`config.mk`:
```
export PLATFORM = sky130hd
export DESIGN_NAME = rng_word_collector_flat
export DESIGN_NICKNAME = d
export VERILOG_FILES = /design/src/rtl/rng_word_collector_if.sv /design/src/rtl/rng_word_collector.sv /design/src/flat_wrapper.sv
export SDC_FILE = /design/constraint.sdc
export NUM_CORES = 1
export LEC_CHECK = 0
export CAP_MARGIN = 5
export CORE_MARGIN = 1.5
export CORE_UTILIZATION = 43
export DETAILED_ROUTE_END_ITERATION = 12
export PLACE_DENSITY_LB_ADDON = 0.08
export SYNTH_ARGS = -nofsm -noshare
export SYNTH_HDL_FRONTEND = slang
export SYNTH_SLANG_ARGS = --single-unit
export TNS_END_PERCENT = 1
```
`constraint.sdc`:
```
create_clock -name clk -period 1.6 [get_ports clk]
set_input_delay 0.32 -clock clk [delete_from_list [all_inputs] [get_ports clk]]
set_output_delay 0.32 -clock clk [all_outputs]
set_load 0.02 [all_outputs]
```
`src/rtl/rng_word_collector_if.sv`:
```
// Handshake bundle between the word collector (master) and the xorshift RNG (slave).
// rng_start_n requests one word; rng_random is valid while rng_ready_n is low.
interface rng_word_collector_if #(
    parameter int unsigned WORD = 32
);
    logic            rng_start_n;
    logic            rng_ready_n;
    logic [WORD-1:0] rng_random;

    modport master (
        output rng_start_n,
        input  rng_ready_n,
        input  rng_random
    );

    modport slave (
        input  rng_start_n,
        output rng_ready_n,
        output rng_random
    );
endinterface

```
`src/rtl/rng_word_collector.sv`:
```
// Collects WIDTH/WORD words from the RNG into one wide candidate, optionally forcing the
// MSB and LSB, and pulses done when the candidate is complete. A word that is not returned
// within TIMEOUT wait cycles aborts the candidate and raises a sticky err.
module rng_word_collector #(
    parameter int unsigned WIDTH   = 512,
    parameter int unsigned WORD    = 32,
    parameter int unsigned TIMEOUT = 255
) (
    input  logic                    clk,
    input  logic                    rst,
    input  logic                    req,
    input  logic                    force_msb,
    input  logic                    force_odd,
    output logic                    busy,
    output logic                    done,
    output logic                    err,
    output logic [WIDTH-1:0]        candidate,
    rng_word_collector_if.master    rng
);

    localparam int unsigned N     = WIDTH / WORD;
    localparam int unsigned IDX_W = (N > 1) ? $clog2(N) : 1;
    localparam int unsigned TMR_W = $clog2(TIMEOUT + 1);

    localparam logic [IDX_W-1:0] LastIdx     = IDX_W'(N - 1);
    localparam logic [TMR_W-1:0] TimeoutLast = TMR_W'(TIMEOUT - 1);

    typedef enum logic [1:0] {StIdle, StIssue, StWait} state_t;

    state_t             state_q;
    logic [IDX_W-1:0]   index_q;
    logic [TMR_W-1:0]   timer_q;
    logic               msb_q;
    logic               odd_q;
    logic [WIDTH-1:0]   cand_capture;

    // Candidate as it would look after capturing the current RNG word (forcing on the last).
    always_comb begin
        cand_capture = candidate;
        for (int i = 0; i < N; i++) begin
            if (index_q == IDX_W'(i)) begin
                cand_capture[i*WORD +: WORD] = rng.rng_random;
            end
        end
        if (index_q == LastIdx) begin
            if (msb_q) cand_capture[WIDTH-1] = 1'b1;
            if (odd_q) cand_capture[0]       = 1'b1;
        end
    end

    // Request/capture FSM; every output is a register updated here.
    always_ff @(posedge clk) begin
        if (rst) begin
            state_q         <= StIdle;
            index_q         <= '0;
            timer_q         <= '0;
            msb_q           <= 1'b0;
            odd_q           <= 1'b0;
            busy            <= 1'b0;
            done            <= 1'b0;
            err             <= 1'b0;
            candidate       <= '0;
            rng.rng_start_n <= 1'b1;
        end else begin
            done            <= 1'b0;
            rng.rng_start_n <= 1'b1;
            unique case (state_q)
                StIdle: begin
                    if (req) begin
                        msb_q           <= force_msb;
                        odd_q           <= force_odd;
                        err             <= 1'b0;
                        index_q         <= '0;
                        busy            <= 1'b1;
                        rng.rng_start_n <= 1'b0;
                        state_q         <= StIssue;
                    end
                end
                StIssue: begin
                    timer_q <= '0;
                    state_q <= StWait;
                end
                StWait: begin
                    if (!rng.rng_ready_n) begin
                        candidate <= cand_capture;
                        if (index_q == LastIdx) begin
                            done <= 1'b1;
                            // A held req restarts in the done cycle so back-to-back
                            // candidates need no idle gap.
                            if (req) begin
                                msb_q           <= force_msb;
                                odd_q           <= force_odd;
                                index_q         <= '0;
                                rng.rng_start_n <= 1'b0;
                                state_q         <= StIssue;
                            end else begin
                                busy    <= 1'b0;
                                state_q <= StIdle;
                            end
                        end else begin
                            index_q         <= index_q + 1'b1;
                            rng.rng_start_n <= 1'b0;
                            state_q         <= StIssue;
                        end
                    end else if (timer_q == TimeoutLast) begin
                        err     <= 1'b1;
                        busy    <= 1'b0;
                        state_q <= StIdle;
                    end else begin
                        timer_q <= timer_q + 1'b1;
                    end
                end
                default: state_q <= StIdle;
            endcase
        end
    end

endmodule

```
`src/flat_wrapper.sv`:
```
// flat-port wrapper written by rule: the top's interface ports become plain ports
module rng_word_collector_flat 
#(
    parameter int unsigned WIDTH   = 512,
    parameter int unsigned WORD    = 32,
    parameter int unsigned TIMEOUT = 255
)
  (clk, rst, req, force_msb, force_odd, busy, done, err, candidate, rng_rng_start_n, rng_rng_ready_n, rng_rng_random);
  rng_word_collector_if #(.WORD(WORD)) rng_i ();
  input  logic clk;
  input  logic rst;
  input  logic req;
  input  logic force_msb;
  input  logic force_odd;
  output logic busy;
  output logic done;
  output logic err;
  output logic [WIDTH-1:0] candidate;
  output wire logic [$bits(rng_i.rng_start_n)-1:0] rng_rng_start_n;
  input wire logic [$bits(rng_i.rng_ready_n)-1:0] rng_rng_ready_n;
  input wire logic [$bits(rng_i.rng_random)-1:0] rng_rng_random;
  assign rng_rng_start_n = rng_i.rng_start_n;
  assign rng_i.rng_ready_n = rng_rng_ready_n;
  assign rng_i.rng_random = rng_rng_random;
  rng_word_collector #(.WIDTH(WIDTH), .WORD(WORD), .TIMEOUT(TIMEOUT)) u_core (.clk(clk), .rst(rst), .req(req), .force_msb(force_msb), .force_odd(force_odd), .busy(busy), .done(done), .err(err), .candidate(candidate), .rng(rng_i));
endmodule
```
==> qor.txt, run 1 <==
Crit Path Category - reg2reg
Worst Path Arrival - 2.22 ns
Hold/Removal Path Class - in2reg
IO Port Bufs - 553
post-synthesis compound-gate area fraction - 14.5%
DRC Markers - 0
number of synthesized register bits - 532
uppermost routed layer - met4
failing checks - setup timing
Die Y - 213 um
met2 WL post-DR - 35000 um
Synth Area in XOR/XNOR - 0.0925%
Die ar. - 45300 um2
largest net degree at the start of global routing - 91
Synth Flop Type - dfxtp_1
crit path from - u_core.index_q[3]
crit path capture type - flip-flop
Seq/Total Area, Yosys - 56.2%
adder-cell area share of the yosys netlist - 0.396%
vias per cell - 5.21
Power Density - 1000 nW/um2
CTS tree - yes
Synth area leaders - dfxtp_1, nand2_1, a21oi_1, clkbuf_1, buf_2
synthesis-to-layout area growth - 47.3%
largest family of logic cells by synthesized area - simple AND/OR/NAND/NOR gates
ys async rst share - 0%
Psw - 6100 uW
worst slew pin tran - 0.431 ns
Worst VDD drop - 0.808 mV
cell area after synthesis - 18900 um2
endpoints failing setup - 62
Clock Latency Late Sink - 0.60 ns
worst hold slack - 0.0719 ns
Critical Path RT - 2.13 ns
vias post-DR - 18.6k
hpwl dp - 48700 um
Hold Buf Count CTS - 0
Final period util - 106%
mux contribution to synthesized area - 0.324%
worst r2r src - u_core.index_q[3]
Flop pwr share - 47.7%
initial antenna violation count - 1
Post-synth EDFFs - 0
ratio of cells with drive above 1 in the final layout - 23.6%
Cell Int Power - 21800 uW
Final Util - 64.5%
Startpoint Class - flip-flop
first-pass GRT wire length - 105000 um
core box area - 43300 um2
syn_area_per_cell - 7.78 um2
TritonCTS Buffers - 55
most instantiated cells after synthesis - nand2_1, dfxtp_1, a21oi_1, clkbuf_1, buf_2
final-report max-slew violation count - 0
worst clock skew - 0.0103 ns
fill count - 3704
wire length on met3 - 7100 um
top-count cell post-synth - nand2_1
drt wl/cell - 21.0 um
Yosys Warn Count - 0
Reg clk slew, reported paths - 0.06 ns
clock power share - 48.0%
final wirelength - 74700 um
min-delay src - rst
Max Fclk - 591 MHz
DRT iter0 DRCs - 1556
crit path time final - 1.69 ns
worst-case clock buffer depth - 3
Global Route Usage Sum - 30.9%
Total Nets Final - 2980
Max-slew headroom - 71.3%
Rows - 76
simple-gate portion of the synthesized area - 23.0%
vias in the first global route - 17.0k
outcome - finished, violations left
Sink Count - 532
Fin. Hold Viols - 0
Setup WS pre-CTS - -0.341 ns
H-Tree Depth - 2
gpl congestion - 0.848
# Max-Cap Violations - 0
power share of the combinational group - 4.3%
CTS root buf - clkbuf_16
Total Power Consumption - 27900 uW
leading area contributor after synthesis - dfxtp_1
Top Ports - 554
synth unique cells - 48
Post-Route Setup TNS - -2.12 ns
PnR worst setup slack - -0.0923 ns
CP Max Fanout - 10
Antenna Nets Post-Route - 0
initial core utilization - 43.8%
gate count of the mapped netlist - 2435
Post-Syn Nets - 2479
unrepaired setup endpoints after global routing - yes
Die W - 213 um
GR Overflow Total - 0
Yosys top cell area share - 56.2%
switching share of power - 21.9%
total leakage power - 0.00987 uW
Initial DRT Pass Iterations - 5
M1 wire length - 28900 um
timing repair:
| item | 4_1_cts | 5_1_grt |
|---|---|---|
| gates cloned | 0 | 8 |
| setup buffers | 0 | 2 |
| pin swaps | 1 | 3 |
| setup endpoints to repair | 793 | 749 |
| resized for setup | 1086 | 468 |
path summary, 6_finish.rpt:
| kind | to | slack, ns | depth (start not counted) |
|---|---|---|---|
| setup reg to reg | u_core.candidate[101] | -0.09 | 6 |
| hold reg to reg | u_core.candidate[295] | 0.45 | 2 |
| setup / recovery | u_core.candidate[101] | -0.09 | 6 |
| hold / removal | u_core.index_q[1] | 0.07 | 2 |
worst max-delay path, cell delays in order, from the launching register on:
cell and delay [ns]:
dfxtp_2 0.35, or4b_4 0.61, nor2_4 0.14, buf_12 0.15, buf_12 0.14, nand2_1 0.09
a21oi_2 0.13
logic make-up (layout without fill, tap and decap cells):
group,after synthesis,count (layout)
adder cells (fa/ha/maj),6,6
buffers and inverters,240,783
XOR/XNOR,2,2
AND/OR/NAND/NOR,1112,1112
other,0,1
multiplexers,6,6
flip-flops,532,532
AO/OA/AOI/OAI,537,537
cells in the final DEF, fill, tap and decap left out, types with 6 or more instances in the layout:
| master | count |
|---|---|
| nor2_4 | 6 |
| and2_4 | 8 |
| dfxtp_1 | 526 |
| a21oi_1 | 470 |
| clkdlybuf4s15_2 | 247 |
| clkinv_2 | 7 |
| nand2_1 | 1041 |
| buf_2 | 19 |
| clkdlybuf4s50_1 | 36 |
| bufinv_16 | 6 |
| clkbuf_2 | 138 |
| nor2_1 | 14 |
| clkbuf_16 | 65 |
| buf_12 | 73 |
| buf_4 | 38 |
| clkbuf_8 | 14 |
| clkdlybuf4s15_1 | 106 |
| a21oi_2 | 46 |
| nand2b_1 | 7 |
| clkbuf_1 | 14 |
metal layers:
| layer | track usage (%) | vias to the layer above |
|---|---|---|
| li1 | - | 8789 |
| met4 | 15.2 | 0 |
| met3 | 8.71 | 183 |
| met5 | 0 | - |
| met1 | 37.1 | 8772 |
| met2 | 50.8 | 824 |
stage by stage:
step / cell area (um2) / cells
floorplan: 18900 / 2435
global placement: 26000 / 3454
detailed placement: 26000 / 3454
CTS: 27900 / 3553
global route: 27900 / 3564
finish: 27900 / 3564
layout make-up:
cell class	count	area (um2)	share of cell area [%]
clock inverters	14	223	0.798
clock buffers	85	1670	5.99
multi-input cells	1663	7510	26.9
diodes	1	2.50	0.00897
inverters	6	22.5	0.0807
well taps	585	732	2.62
flip-flops and latches	532	10700	38.2
repair buffers	678	7080	25.4
flip-flops by register name, indices dropped and copies added (netlist names):
signal / flops
u_core.odd_q: 1
u_core.err: 1
u_core.state_q: 2
u_core.busy: 1
u_core.index_q: 4
u_core.rng.rng_start_n: 1
u_core.timer_q: 8
u_core.msb_q: 1
u_core.done: 1
u_core.candidate: 512
power by group through the flow:
stage / Combinational (uW) / Clock, uW / Sequential [uW]
2_1_floorplan: 465 / 0 / 13600
3_3_place_gp: 1180 / 0 / 13600
3_5_place_dp: 1180 / 0 / 13600
4_1_cts: 1170 / 13600 / 13300
5_1_grt: 1240 / 14100 / 13300
6_report: 1200 / 13400 / 13300
Power figures use the tool's default switching activity.
==> run 2, diff against run 1 <==
--- a/config.mk
+++ b/config.mk
@@ -10,6 +10,7 @@
 export CORE_UTILIZATION = 43
 export DETAILED_ROUTE_END_ITERATION = 12
 export PLACE_DENSITY_LB_ADDON = 0.08
+export SKIP_LAST_GASP = 1
 export SYNTH_ARGS = -nofsm -noshare
 export SYNTH_HDL_FRONTEND = slang
 export SYNTH_SLANG_ARGS = --single-unit
==> qor.txt, run 2 (synthesized netlist as in run 1, its figures left out) <==
gpl congestion - 0.848
Worst Path Arrival - 1.52 ns
power share of the combinational group - 4.2%
Worst Reg2Reg Path Length in Cells - 5
Flop pwr share - 47.7%
reg2reg end - u_core.candidate[101]
synthesis-to-layout area growth - 44.0%
worst-case clock buffer depth - 3
Crit Path Category - reg2out
vias post-DR - 18.3k
Clock Latency Late Sink - 0.60 ns
Inst Count DP - 3454
Slowest cell on crit path - clkdlybuf4s50_1
first-pass GRT wire length - 105000 um
Die ar. - 45300 um2
PnR worst setup slack - -0.244 ns
initial antenna violation count - 1
TritonCTS Buffers - 55
min-delay src - rst
GR Overflow Total - 0
H-Tree Depth - 2
Sink Count - 532
WHS Endpoint - u_core.index_q[0]
max incr delay on CP - 0.60 ns
Worst VDD drop - 0.804 mV
Cell Int Power - 21800 uW
Power Density - 1020 nW/um2
Cells on Worst Hold Path - 2
Global Route Usage Sum - 30.8%
clock power share - 48.0%
CTS tree - yes
CP Max Fanout - 2
worst clock skew - 0.00881 ns
delay-heaviest family, CP - buffers and inverters
largest net degree at the start of global routing - 91
unrepaired setup endpoints after global routing - yes
Final period util - 115%
worst hold slack - 0.0623 ns
Max-slew headroom - 70.1%
Post CTS Setup Buffer Count - 0
initial core utilization - 43.8%
crit path time final - 1.84 ns
Post-Layout Cell Count - 3554
failing checks - setup timing
total leakage power - 0.0118 uW
CP Buf/Inv Count - 1
worst r2r src - u_core.index_q[3]
Psw - 6060 uW
Die Y - 213 um
Total Nets Final - 2970
worst path cell trace - clkdlybuf4s50_1
crit path capture type - primary output
Largest Register - u_core.candidate
CTS root buf - clkbuf_16
core box area - 43300 um2
final-report max-slew violation count - 0
# Max-Cap Violations - 0
Initial DRT Pass Iterations - 6
worst slew pin tran - 0.450 ns
Critical Path RT - 1.28 ns
Placed Area - 26000 um2
drt wl/cell - 20.3 um
Antenna Nets Post-Route - 0
vias in the first global route - 16.9k
Hold/Removal Path Class - in2reg
DRC Markers - 0
Largest regs - u_core.candidate x512, u_core.timer_q x8, u_core.index_q x4
outcome - finished, violations left
most frequent cells in the layout - nand2_1, dfxtp_1, a21oi_1
Fin. Hold Viols - 0
Startpoint Class - flip-flop
switching share of power - 21.8%
endpoints failing setup - 584
max reg flops - 512
Setup WS pre-CTS - -0.341 ns
minimum setup slack among reg-to-reg paths - -0.11 ns
Rows - 76
hpwl dp - 48700 um
commonest non-fill, non-tap cell in the layout - nand2_1
ratio of cells with drive above 1 in the final layout - 7.55%
fin area - 27300 um2
IO Port Bufs - 553
DRT iter0 DRCs - 1532
Reg clk slew, reported paths - 0.06 ns
vias per cell - 5.14
final wirelength - 72000 um
Max Fclk - 542 MHz
Die W - 213 um
Top Ports - 554
## run 2: area by class of cell
| class | count | area, um2 |
|---|---|---|
| Antenna cell | 1 | 2.50 |
| Inverter | 6 | 22.5 |
| Clock inverter | 14 | 223 |
| Multi-Input combinational cell | 1663 | 7270 |
| Tap cell | 585 | 732 |
| Sequential cell | 532 | 10700 |
| Clock buffer | 85 | 1670 |
| Fill cell | 3917 | 16000 |
| Timing Repair Buffer | 668 | 6700 |
## run 2: power groups by stage
stage                     combinational, uW  clock [uW]  sequential [uW]
after CTS                              1170       13600            13300
after floorplan                         465           0            13600
after detailed placement               1180           0            13600
final                                  1180       13400            13300
after global placement                 1180           0            13600
after global routing                   1220       14100            13300
## run 2: worst max path at each step
stage	start	slack [ns]	end	depth (start not counted)
final	u_core.candidate[422]	-0.24	candidate[422]	1
after global routing	u_core.candidate[125]	-0.29	candidate[125]	1
after CTS	u_core.candidate[452]	-0.27	candidate[452]	1
after detailed placement	rng_rng_ready_n	-0.34	u_core.candidate[110]	7
after global placement	rng_rng_ready_n	-0.32	u_core.timer_q[7]	6
after floorplan	u_core.index_q[0]	-0.02	u_core.candidate[393]	8
## run 2: metrics by stage
stage	utilization, %	total power (uW)	TNS [ns]
2_1_floorplan	-	14100	-0.608
3_3_place_gp	60.0	14800	-105.63
3_5_place_dp	60.0	14800	-116.80
4_1_cts	63.0	28000	-32.25
5_1_grt	63.0	28600	-82.28
6_report	63.0	27900	-19.19
## run 2: worst register-to-register path: cells and delay by family (launching register included)
| family | cells | cell delay (ns) |
|---|---|---|
| AO/OA/AOI/OAI | 1 | 0.14 |
| buffers and inverters | 1 | 0.20 |
| flip-flops | 1 | 0.36 |
| AND/OR/NAND/NOR | 3 | 0.95 |
## run 2: metal layers
metal  vias up  part of all wire [%]  global-route usage [%]
met5         -                     0                       0
li1       8763                     -                       -
met4         0                   5.0                    15.4
met1      8618                    39                    37.0
met2       720                    47                    50.4
met3       175                   8.9                    8.78
## run 2: repair_timing
action	4_1_cts	5_1_grt
setup endpoints to repair	793	1031
gates resized for setup	511	10
hold buffers	0	0
